File: src/rtl/wb_pkg.sv
// Shared types and helpers for the write-back buffer: byte-lane word type and
// word-aligned address masking.
package wb_pkg;

  localparam int WORD_BYTES = 4;
  localparam int MAX_ADDR_W = 64;

  // Lane 0 is the least-significant byte of the packed word.
  typedef logic [WORD_BYTES-1:0][7:0] byte_lanes_t;
  typedef logic [MAX_ADDR_W-1:0]      wide_addr_t;

  function automatic wide_addr_t word_addr(input wide_addr_t addr);
    return addr & ~wide_addr_t'(WORD_BYTES - 1);
  endfunction

endpackage

File: src/rtl/wb_match.sv
// Combinational priority match over buffer entries presented oldest-first;
// the highest-indexed (youngest) matching entry supplies the data.
module wb_match
  import wb_pkg::*;
#(
  parameter int DEPTH  = 4,
  parameter int ADDR_W = 32
) (
  input  logic [ADDR_W-1:0] lk_addr_i,
  input  logic [DEPTH-1:0]  valid_i,
  input  logic [ADDR_W-1:0] addr_i [DEPTH],
  input  byte_lanes_t       data_i [DEPTH],
  output logic              hit_o,
  output byte_lanes_t       data_o
);

  wide_addr_t lk_word;

  assign lk_word = word_addr(wide_addr_t'(lk_addr_i));

  always_comb begin
    // NOTE: defaults assigned first so every path drives the outputs; no latch.
    hit_o  = 1'b0;
    data_o = '0;
    for (int i = 0; i < DEPTH; i++) begin
      if (valid_i[i] && (word_addr(wide_addr_t'(addr_i[i])) == lk_word)) begin
        hit_o  = 1'b1;
        data_o = data_i[i];
      end
    end
  end

endmodule

File: src/rtl/wb_buffer.sv
// Write-back buffer: in-order FIFO of evicted words drained to memory, with a
// combinational lookup so the core sees its own pending stores.
module wb_buffer
  import wb_pkg::*;
#(
  parameter int DEPTH  = 4,
  parameter int ADDR_W = 32
) (
  input  logic              clk,
  input  logic              rst_b,
  input  logic              enq_valid,
  output logic              enq_ready,
  input  logic [ADDR_W-1:0] enq_addr,
  input  byte_lanes_t       enq_data,
  input  logic [ADDR_W-1:0] lk_addr,
  output logic              lk_hit,
  output byte_lanes_t       lk_data,
  output logic [ADDR_W-1:0] mem_addr,
  output byte_lanes_t       mem_data_in,
  output logic              mem_write_en,
  input  logic              mem_ready,
  input  logic              halted,
  output logic              flushed
);

  localparam int PTR_W = $clog2(DEPTH);
  localparam int CNT_W = PTR_W + 1;

  typedef logic [PTR_W-1:0] ptr_t;
  typedef logic [CNT_W-1:0] cnt_t;

  logic [ADDR_W-1:0] addr_q [DEPTH];
  byte_lanes_t       data_q [DEPTH];

  ptr_t head_q, head_d;
  ptr_t tail_q, tail_d;
  cnt_t count_q, count_d;

  logic enq_fire;
  logic deq_fire;

  logic [ADDR_W-1:0] rot_addr  [DEPTH];
  byte_lanes_t       rot_data  [DEPTH];
  logic [DEPTH-1:0]  rot_valid;

  // Both handshakes depend only on registered state, so a full buffer cannot
  // accept in the same cycle it drains.
  assign enq_ready    = count_q < cnt_t'(DEPTH);
  assign mem_write_en = count_q != '0;
  assign enq_fire     = enq_valid && enq_ready;
  assign deq_fire     = mem_write_en && mem_ready;

  assign mem_addr    = ADDR_W'(word_addr(wide_addr_t'(addr_q[head_q])));
  assign mem_data_in = data_q[head_q];
  assign flushed     = halted && (count_q == '0);

  always_comb begin
    head_d  = head_q;
    tail_d  = tail_q;
    count_d = count_q;
    if (enq_fire) tail_d = tail_q + ptr_t'(1);
    if (deq_fire) head_d = head_q + ptr_t'(1);
    case ({enq_fire, deq_fire})
      2'b10:   count_d = count_q + cnt_t'(1);
      2'b01:   count_d = count_q - cnt_t'(1);
      default: count_d = count_q;
    endcase
  end

  always_ff @(posedge clk or negedge rst_b) begin
    // NOTE: sequential state uses non-blocking assignments only.
    if (!rst_b) begin
      head_q  <= '0;
      tail_q  <= '0;
      count_q <= '0;
    end else begin
      head_q  <= head_d;
      tail_q  <= tail_d;
      count_q <= count_d;
    end
  end

  // NOTE: entry storage is deliberately not reset; count_q alone marks validity.
  always_ff @(posedge clk) begin
    if (enq_fire) begin
      addr_q[tail_q] <= enq_addr;
      data_q[tail_q] <= enq_data;
    end
  end

  // Present entries oldest-first so the matcher's priority is plain index order.
  always_comb begin
    for (int i = 0; i < DEPTH; i++) begin
      rot_addr[i]  = addr_q[head_q + ptr_t'(i)];
      rot_data[i]  = data_q[head_q + ptr_t'(i)];
      rot_valid[i] = cnt_t'(i) < count_q;
    end
  end

  wb_match #(
    .DEPTH  (DEPTH),
    .ADDR_W (ADDR_W)
  ) u_match (
    .lk_addr_i (lk_addr),
    .valid_i   (rot_valid),
    .addr_i    (rot_addr),
    .data_i    (rot_data),
    .hit_o     (lk_hit),
    .data_o    (lk_data)
  );

endmodule

File: config.mk
export PLATFORM = sky130hd
export DESIGN_NAME = wb_buffer
export DESIGN_NICKNAME = d
export VERILOG_FILES = /design/src/rtl/wb_pkg.sv /design/src/rtl/wb_match.sv /design/src/rtl/wb_buffer.sv
export SDC_FILE = /design/constraint.sdc
export NUM_CORES = 1
export LEC_CHECK = 0
export CAP_MARGIN = 25
export CORE_MARGIN = 8
export CORE_UTILIZATION = 43
export CTS_CLUSTER_DIAMETER = 40
export DETAILED_ROUTE_END_ITERATION = 8
export SLEW_MARGIN = 20
export SYNTH_ARGS = -nofsm -noshare
export SYNTH_HDL_FRONTEND = slang
export SYNTH_SLANG_ARGS = --single-unit
File: constraint.sdc
create_clock -name clk -period 4.4 [get_ports clk]
set_input_delay 0.88 -clock clk [delete_from_list [all_inputs] [get_ports clk]]
set_output_delay 0.88 -clock clk [all_outputs]
set_load 0.01 [all_outputs]
Word level (Yosys, flattened, before mapping)
Memory sizes are Yosys's and may differ from the RTL's.
Index checks and enable logic that the tools add are counted.
{"block": "totals", "register_bits": 7, "ram_bits": 256, "input_bits": 101, "out_inout_bits": 100, "n_memories": 2}
{"name": "addr_q", "words": 4, "width": 32, "rd": 4, "rd_ports_with_merged_regs": 0, "write_ports": 1, "line_no": "wb_buffer.sv:32", "rtl": "logic [ADDR_W-1:0] addr_q [DEPTH];"}
{"name": "data_q", "words": 4, "width": 32, "rd": 4, "rd_ports_with_merged_regs": 0, "write_ports": 1, "line_no": "wb_buffer.sv:33", "rtl": "byte_lanes_t data_q [DEPTH];"}
{"block": "classes", "add_sub_neg": 6, "magnitude_cmp": 5, "eq_ne": 6, "mux": 11, "reduce_logical": 10}
{"cell": "$mux 32", "n": 4}
{"cell": "$eq 30x30->1", "n": 4}
{"cell": "$logic_and 1x1->1", "n": 7}
{"cell": "$lt 1x3->1 const A", "n": 2}
{"cell": "$lt 2x3->1 const A", "n": 2}
{"cell": "$mux 1", "n": 6}
{"cell": "$pmux 3 s2", "n": 1}
{"cell": "$add 2x1->2 const B", "n": 2}
{"cell": "$add 2x2->2 const B", "n": 2}
{"cell": "$add 3x1->3 const B", "n": 1}
{"cell": "$logic_not 3->1", "n": 1}
{"cell": "$lt 3x3->1 const B", "n": 1}
{"cell": "$reduce_bool 3->1", "n": 1}
{"cell": "$sub 3x1->3 const B", "n": 1}
{"cell": "$eq 2x1->1 const B", "n": 1}
{"cell": "$eq 2x2->1 const B", "n": 1}
{"cell": "$reduce_bool 2->1", "n": 1}

Depth between registers and ports, before layout
Gate-level depths: netlist of run 1.
An unclocked memory read counts as a cell.
{"block": "depth", "depth_word": 7, "depth_mapped": 16, "ltp_nobuf": 10}

By module
Synthesis of run 1 repeated with hierarchy kept, for this count alone.
{"block": "hier_totals", "cells_unflattened": 1067, "hier_area_um2": 17439.2}
{"module": "wb_buffer", "instances": 1, "cells_per_inst": 683, "area_each_um2": 14908.0, "seq_area_each_um2": 7862.5}
{"module": "wb_match", "instances": 1, "cells_per_inst": 384, "area_each_um2": 2531.2, "seq_area_each_um2": 0.0}

Worst setup path before layout of run 1
OpenSTA, ideal clock, no wires.
{"block": "synth_path", "kind": "flip-flop to output port", "startpoint": "reg head_q[1]", "endpoint": "out lk_data[20] (netlist bit)", "arrival_time_ps": 2993, "required_time_ps": 3520, "path_slack_ps": 527, "stages_incl_launch_ff": 11, "path_buffers": 3, "path_cell_list": "dfrtp_1 -> buf_2 -> clkbuf_1 -> mux4_2 -> xor2_1 -> nor4_1 -> o2111ai_1 -> nor3_2 -> buf_2 -> nor2_1 -> a221oi_1"}
{"element": "from (decl)", "line_no": "wb_buffer.sv:35", "rtl": "ptr_t head_q, head_d;"}
{"element": "from (signal assigned)", "line_no": "wb_buffer.sv:73", "rtl": "head_q <= '0;"}
{"element": "from (signal assigned)", "line_no": "wb_buffer.sv:77", "rtl": "head_q <= head_d;"}
{"element": "to (decl)", "line_no": "wb_buffer.sv:17", "rtl": "output byte_lanes_t lk_data,"}

==> impl_metrics.py, run 1 <==
metrics = {
    "outcome": {
        "outcome": "finished with violations",
        "failed_checks": "negative setup slack",
    },
    "layout": {
        "design_area_mm2": 0.0225,
        "final_nets": 1842,
        "drive_above_1_share_pct": 35.7,
        "multi_input_area_mm2": 0.00850,
        "register_area_mm2": 0.00763,
        "syn2layout_area_growth_pct": 38.6,
        "fillers": 3032,
    },
    "logic_synthesis": {
        "synth-async-reset-ratio_pct": 2.75,
        "ys_ff_latch": 255,
        "synth_area_mm2": 0.0162,
        "synthAdderAreaFrac_pct": 0.694,
        "synthSimpleGateAreaFrac_pct": 7.03,
        "synthCells": 1356,
        "synth_top_family_by_area": "multiplexers",
        "yosysUniqueCellTypes": 58,
        "synth_top_flop_cell": "edfxtp_1",
        "synth_area_leaders": "edfxtp_1 (46%), mux2i_1 (11%), mux2_2 (7.3%)",
        "synth_compound_area_share_pct": 11.1,
        "yosysMostFrequentCell": "edfxtp_1",
        "synth_top_area_share_pct": 45.9,
        "netlist.top_cell.by_area": "edfxtp_1",
        "muxShareOfSynthArea_pct": 24.4,
        "synth_commonest_cells": "edfxtp_1 (248), mux2i_1 (173), nand2_1 (113)",
        "ys_seq_area_share_pct": 47.0,
        "synth_edf_count": 248,
        "avgSynthCellArea_um2": 12.0,
        "synth-xor-area-share_pct": 5.40,
        "yosys_warnings": 0,
    },
    "die": {
        "fp-row-count": 71,
        "dieWidth_um": 210,
        "core_area_mm2": 0.0374,
        "start_util_pct": 43.4,
        "die_area_mm2": 0.0442,
        "io_pins": 201,
        "fp.dieH_um": 210,
    },
    "routing": {
        "wl_per_cell_um": 22.2,
        "drc_errors": 0,
        "first_pass_iters": 7,
        "wirelength_mm": 50.6,
        "viasPerCell": 5.56,
        "first_iter_violations": 743,
        "ant_nets": 0,
        "vias": 12600,
    },
    "critical_path": {
        "startpoint_type": "flop",
        "timing_worst_setup_path_type": "reg -> out",
        "cp_max_fo": 17,
        "cp_data_arrival_time_ps": 3990,
        "crit_required_ps": 3520,
        "critPathCaptureType": "primary output",
    },
    "power_and_ir_drop": {
        "ir_drop_v": 0.000483,
        "p_sw_mw": 5.62,
        "p_total_mw": 14.9,
        "p_sw_share_pct": 37.8,
        "combPwrFrac_pct": 56.5,
        "sequentialPowerShare_pct": 21.8,
        "p_leak_nw": 8.46,
        "powerDensity_mw_per_mm2": 662,
        "p_int_mw": 9.25,
        "clockPowerShare_pct": 21.7,
    },
    "timing": {
        "tns_ps": -13260,
        "worst_slew_margin_rel_pct": 33.2,
        "setup_viol": 32,
        "post-route-period-util_pct": 111,
        "skew_ps": 23.7,
        "tightest_slew_ps": 1000,
        "rsz0062_at_grt": "true",
        "period_minus_slack_ps": 4870,
        "hold_viol": 0,
        "fin_ws_ps": -471,
        "slew_viol_final": 0,
        "timing.hold.ws_ps": 561,
        "fmax_ghz": 0.205,
    },
    "clocking": {
        "clk_path_buf_depth": 3,
        "clk_pin_slew_ps": 60,
        "clock-sinks": 255,
        "clockRootBuffer": "clkbuf_16",
        "cts_max_level": 2,
        "cts_tree": "done",
        "cts_made_buffers": 41,
        "cts-hold-fix-buffers": 0,
        "worst_skew_pair.late_latency_ps": 570,
    },
    "placed_design": {
        "gp_congestion": 0.917,
        "preCtsSetupSlack_ps": -734,
        "dp_hpwl_mm": 35.5,
        "placed_area_mm2": 0.0201,
        "port_buffers": 194,
    },
    "global_route": {
        "grt_max_degree": 126,
        "globalRouteOverflowTotal": 0,
        "grt_pass1_wl_mm": 76.4,
        "grt_util_all_layers_pct": 22.5,
        "grt_pass1_vias": 13200,
        "antenna_found_initial": 6,
    },
    "flow_run": {
        "maxCapViolCount": 0,
    },
    "min_path": {
        "hold_class": "reg -> reg",
    },
}
==> layer usage <==
layer | vias up | global-route usage [%] | part of all wire [%]
met3 | 101 | 5.61 | 6.3
li1 | 5956 | - | -
met4 | 10 | 7.73 | 3.0
met5 | - | 0 | 0.12
met1 | 6211 | 27.9 | 42
met2 | 365 | 38.0 | 48
==> cell type report <==
| type | count | area share (%) |
|---|---|---|
| repair buffers | 449 | 18.9 |
| inverters | 15 | 0.251 |
| flip-flops and latches | 255 | 33.9 |
| diodes | 1 | 0.0111 |
| well taps | 511 | 2.84 |
| clock inverters | 27 | 1.48 |
| multi-input cells | 970 | 37.8 |
| clock buffers | 47 | 4.76 |
==> logic make-up (layout without fill, tap and decap cells) <==
kind of cell	count (synthesis)	count (layout)
AND/OR/NAND/NOR	258	258
AO/OA/AOI/OAI	276	276
adder cells (fa/ha/maj)	9	9
multiplexers	325	325
XOR/XNOR	100	100
flip-flops	255	255
buffers and inverters	132	538
other	1	3
==> critical path, cell delays in order, from the launching register on <==
cell,delay [ps]
dfrtp_4,430
buf_12,160
buf_16,180
mux4_2,520
xor2_1,190
nor4_1,280
nand4_1,230
a2111oi_4,380
buf_6,190
a21oi_4,50
buf_12,140
buf_6,130
a221oi_2,290
a21oi_2,70
buf_2,150
==> final timing paths <==
path	startpoint	endpoint	slack [ps]	cells past startpoint
worst max register to register	count_q[2]	data_q[0][22]	2100	3
min in group asynchronous	rst_b	count_q[2]	590	1
max in group asynchronous	rst_b	head_q[1]	3520	1
worst min-delay path	count_q[0]	count_q[0]	560	1
worst min register to register	count_q[0]	count_q[0]	560	1
worst max-delay path	head_q[0]	lk_data[18]	-470	14
==> power by group through the flow <==
stage | Combinational, mW | Sequential (mW) | Clock [mW]
global route | 8.96 | 3.28 | 3.39
floorplan | 4.71 | 3.23 | 0
finish | 8.40 | 3.25 | 3.23
CTS | 8.24 | 3.24 | 3.29
detailed placement | 7.61 | 3.32 | 0
global placement | 7.51 | 3.30 | 0
==> cell usage in the layout (no fill, tap or decap), types with 26 or more instances in the layout <==
master / instances
nand2_1: 113
xnor2_1: 60
mux4_2: 46
nor2_1: 77
mux2i_2: 26
buf_4: 212
a21oi_1: 66
clkdlybuf4s50_1: 161
clkbuf_16: 42
a221oi_2: 32
edfxtp_1: 248
xor2_1: 35
buf_2: 29
mux2_2: 87
mux2i_1: 140
o21ai_0: 104
==> sequential cells by signal (all words and copies together) (netlist names) <==
signal,cells
addr_q,120
count_q,3
data_q,128
head_q,2
tail_q,2
==> repair_timing <==
| item | 4_1_cts | 5_1_grt |
|---|---|---|
| gates resized for setup | 245 | 38 |
| pin swaps | 37 | 16 |
| endpoints found under the setup margin | 35 | 33 |
| cloned | 6 | 0 |
| hold endpoints to repair | 0 | 0 |
| setup buffers | 23 | 2 |
==> stage by stage <==
| step | util, % | cells |
|---|---|---|
| 4_1_cts | 59.5 | 2271 |
| 3_3_place_gp | 53.8 | 2169 |
| 5_1_grt | 60.1 | 2275 |
| 6_report | 60.1 | 2275 |
| 3_5_place_dp | 53.8 | 2169 |
| 2_1_floorplan | - | 1357 |
(Power assumes the default switching activity.)
==> inputs of run 2 (changes only) <==
- CORE_UTILIZATION: 43 -> 55
- GPL_TIMING_DRIVEN: unset -> 0
- PLACE_DENSITY: unset -> 0.79
==> impl_metrics.py, run 2 (synthesized netlist as in run 1, its figures left out) <==
metrics = {
    "die": {
        "fp.dieH_um": 188,
        "dieWidth_um": 188,
        "start_util_pct": 55.3,
        "die_area_mm2": 0.0352,
        "io_pins": 201,
        "core_area_mm2": 0.0293,
        "fp-row-count": 63,
    },
    "critical_path": {
        "timing_worst_setup_path_type": "reg -> out",
        "crit_required_ps": 3520,
        "startpoint_type": "flop",
        "crit_path_top_delay_cell": "nor4_4",
        "critPathCaptureType": "primary output",
        "worstPathCellList": "buf_12 > buf_16 > buf_12 > buf_12 > buf_12 > buf_12 > mux4_2 > xor2_2 > nor4_4 > o2111ai_2 > nor3_4 > buf_6 > buf_6 > buf_16 > a221oi_2 > a21oi_1 > buf_2",
        "rr_worst_depth": 12,
        "r2r_end": "head_q[1]",
        "cp_max_fo": 7,
        "r2r_slack_ps": 1830,
        "cp_data_arrival_time_ps": 4140,
        "endpoint": "lk_data[3]",
        "crit_start": "head_q[0]",
        "critPathMaxStageDelay_ps": 450,
        "reg2reg_from": "head_q[0]",
        "cpMostUsedCell": "buf_12",
    },
    "routing": {
        "first_iter_violations": 1858,
        "viasPerCell": 6.80,
        "drc_errors": 0,
        "vias": 13900,
        "wirelength_mm": 60.3,
        "wl_per_cell_um": 29.5,
        "first_pass_iters": 6,
        "ant_nets": 0,
    },
    "layout": {
        "drive_above_1_share_pct": 32.2,
        "syn2layout_area_growth_pct": 33.5,
        "final_cell_mix": "edfxtp_1 (248), mux2i_1 (137), clkdlybuf4s50_1 (133)",
        "layout_commonest_cell": "edfxtp_1",
        "layout_top_registers": "data_q: 128 flops, addr_q: 120 flops, count_q: 3 flops",
        "final_nets": 1734,
        "finalNonFillerCells": 2049,
        "regMostFlops": "data_q",
        "postLayoutCoreUtil_pct": 73.8,
        "largest_reg_flops": 128,
    },
    "flow_run": {
        "maxCapViolCount": 0,
    },
    "timing": {
        "slew_viol_final": 0,
        "skew_ps": 14.0,
        "post-route-period-util_pct": 114,
        "period_minus_slack_ps": 5020,
        "tightest_slew_ps": 711,
        "rsz0062_at_grt": "true",
        "setup_viol": 33,
        "hold_viol": 0,
        "worst_slew_margin_rel_pct": 52.6,
        "fmax_ghz": 0.199,
        "fin_ws_ps": -625,
    },
    "clocking": {
        "clk_pin_slew_ps": 60,
        "cts_made_buffers": 41,
        "cts_tree": "done",
        "clock-sinks": 255,
        "clockRootBuffer": "clkbuf_16",
        "cts_max_level": 2,
        "cts-hold-fix-buffers": 0,
        "clk_path_buf_depth": 3,
        "worst_skew_pair.late_latency_ps": 550,
    },
    "global_route": {
        "grt_pass1_vias": 14300,
        "grt_pass1_wl_mm": 89.1,
        "grt_util_all_layers_pct": 32.9,
        "grt_max_degree": 43,
        "antenna_found_initial": 7,
        "globalRouteOverflowTotal": 0,
    },
    "power_and_ir_drop": {
        "powerDensity_mw_per_mm2": 712,
        "p_leak_nw": 7.90,
        "ir_drop_v": 0.000478,
    },
    "placed_design": {
        "dp.cells": 1920,
        "dp_hpwl_mm": 39.6,
        "port_buffers": 169,
        "gp_congestion": 1.01,
    },
    "min_path": {
        "hold_class": "reg -> reg",
    },
    "outcome": {
        "outcome": "finished with violations",
        "failed_checks": "negative setup slack",
    },
}
-- run 2: worst min-delay path by stage --
stage,start,to,slack (ps),cells after the start
2_1_floorplan,count_q[1],count_q[1],490,2
3_3_place_gp,count_q[1],count_q[1],530,2
3_5_place_dp,count_q[1],count_q[1],530,2
4_1_cts,count_q[1],count_q[1],540,2
5_1_grt,count_q[0],count_q[0],590,1
6_report,count_q[1],count_q[1],550,2
-- run 2: repair_timing --
item / 4_1_cts / 5_1_grt
setup buffers: 42 / 5
resized for setup: 390 / 62
pin swaps: 56 / 12
gates cloned: 5 / 1
endpoints found under the setup margin: 80 / 60
-- run 2: worst max-delay path: cells and delay by family, from the launching register on --
| family | cells | cell delay (ps) |
|---|---|---|
| and+or+nand+nor | 2 | 760 |
| DFF | 1 | 400 |
| buffers and inverters | 10 | 1490 |
| AOI/OAI and AO/OA | 3 | 460 |
| muxes | 1 | 310 |
| xor gates and xnor gates | 1 | 180 |
-- run 2: cell type report --
cell class / count / area (um2)
Fill cell: 1940 / 7680
Clock inverter: 31 / 334
Multi-Input combinational cell: 970 / 8840
Antenna cell: 4 / 10.0
Sequential cell: 255 / 7620
Timing Repair Buffer: 224 / 2250
Inverter: 15 / 56.3
Buffer: 117 / 1010
Tap cell: 390 / 488
Clock buffer: 43 / 1030
-- run 2: stage by stage --
step                      TNS, ps  hold slack [ps]  setup slack, ps  total power [mW]  area, um2
after floorplan                 0              495              527              7.93      16200
after global placement    -195570              525            -1670              10.5      18400
after detailed placement   -67820              531            -1630              10.6      18500
after CTS                  -14420              545             -491              14.9      21300
after global routing       -19250              595             -650              15.9      21600
final                      -17930              548             -625              15.4      21600
-- run 2: power by group --
| group | switching (mW) | total [mW] | internal (mW) |
|---|---|---|---|
| logic | 4.99 | 8.90 | 3.91 |
| clock network | 1.29 | 3.24 | 1.94 |
| registers | 0.227 | 3.28 | 3.05 |
| total | 6.51 | 15.4 | 8.91 |
-- run 2: per-layer routing --
layer,GRT usage [%],routed length (um)
met1,43.7,22800
met2,50.8,27400
met3,7.89,7100
met4,14.8,2990
met5,0,40
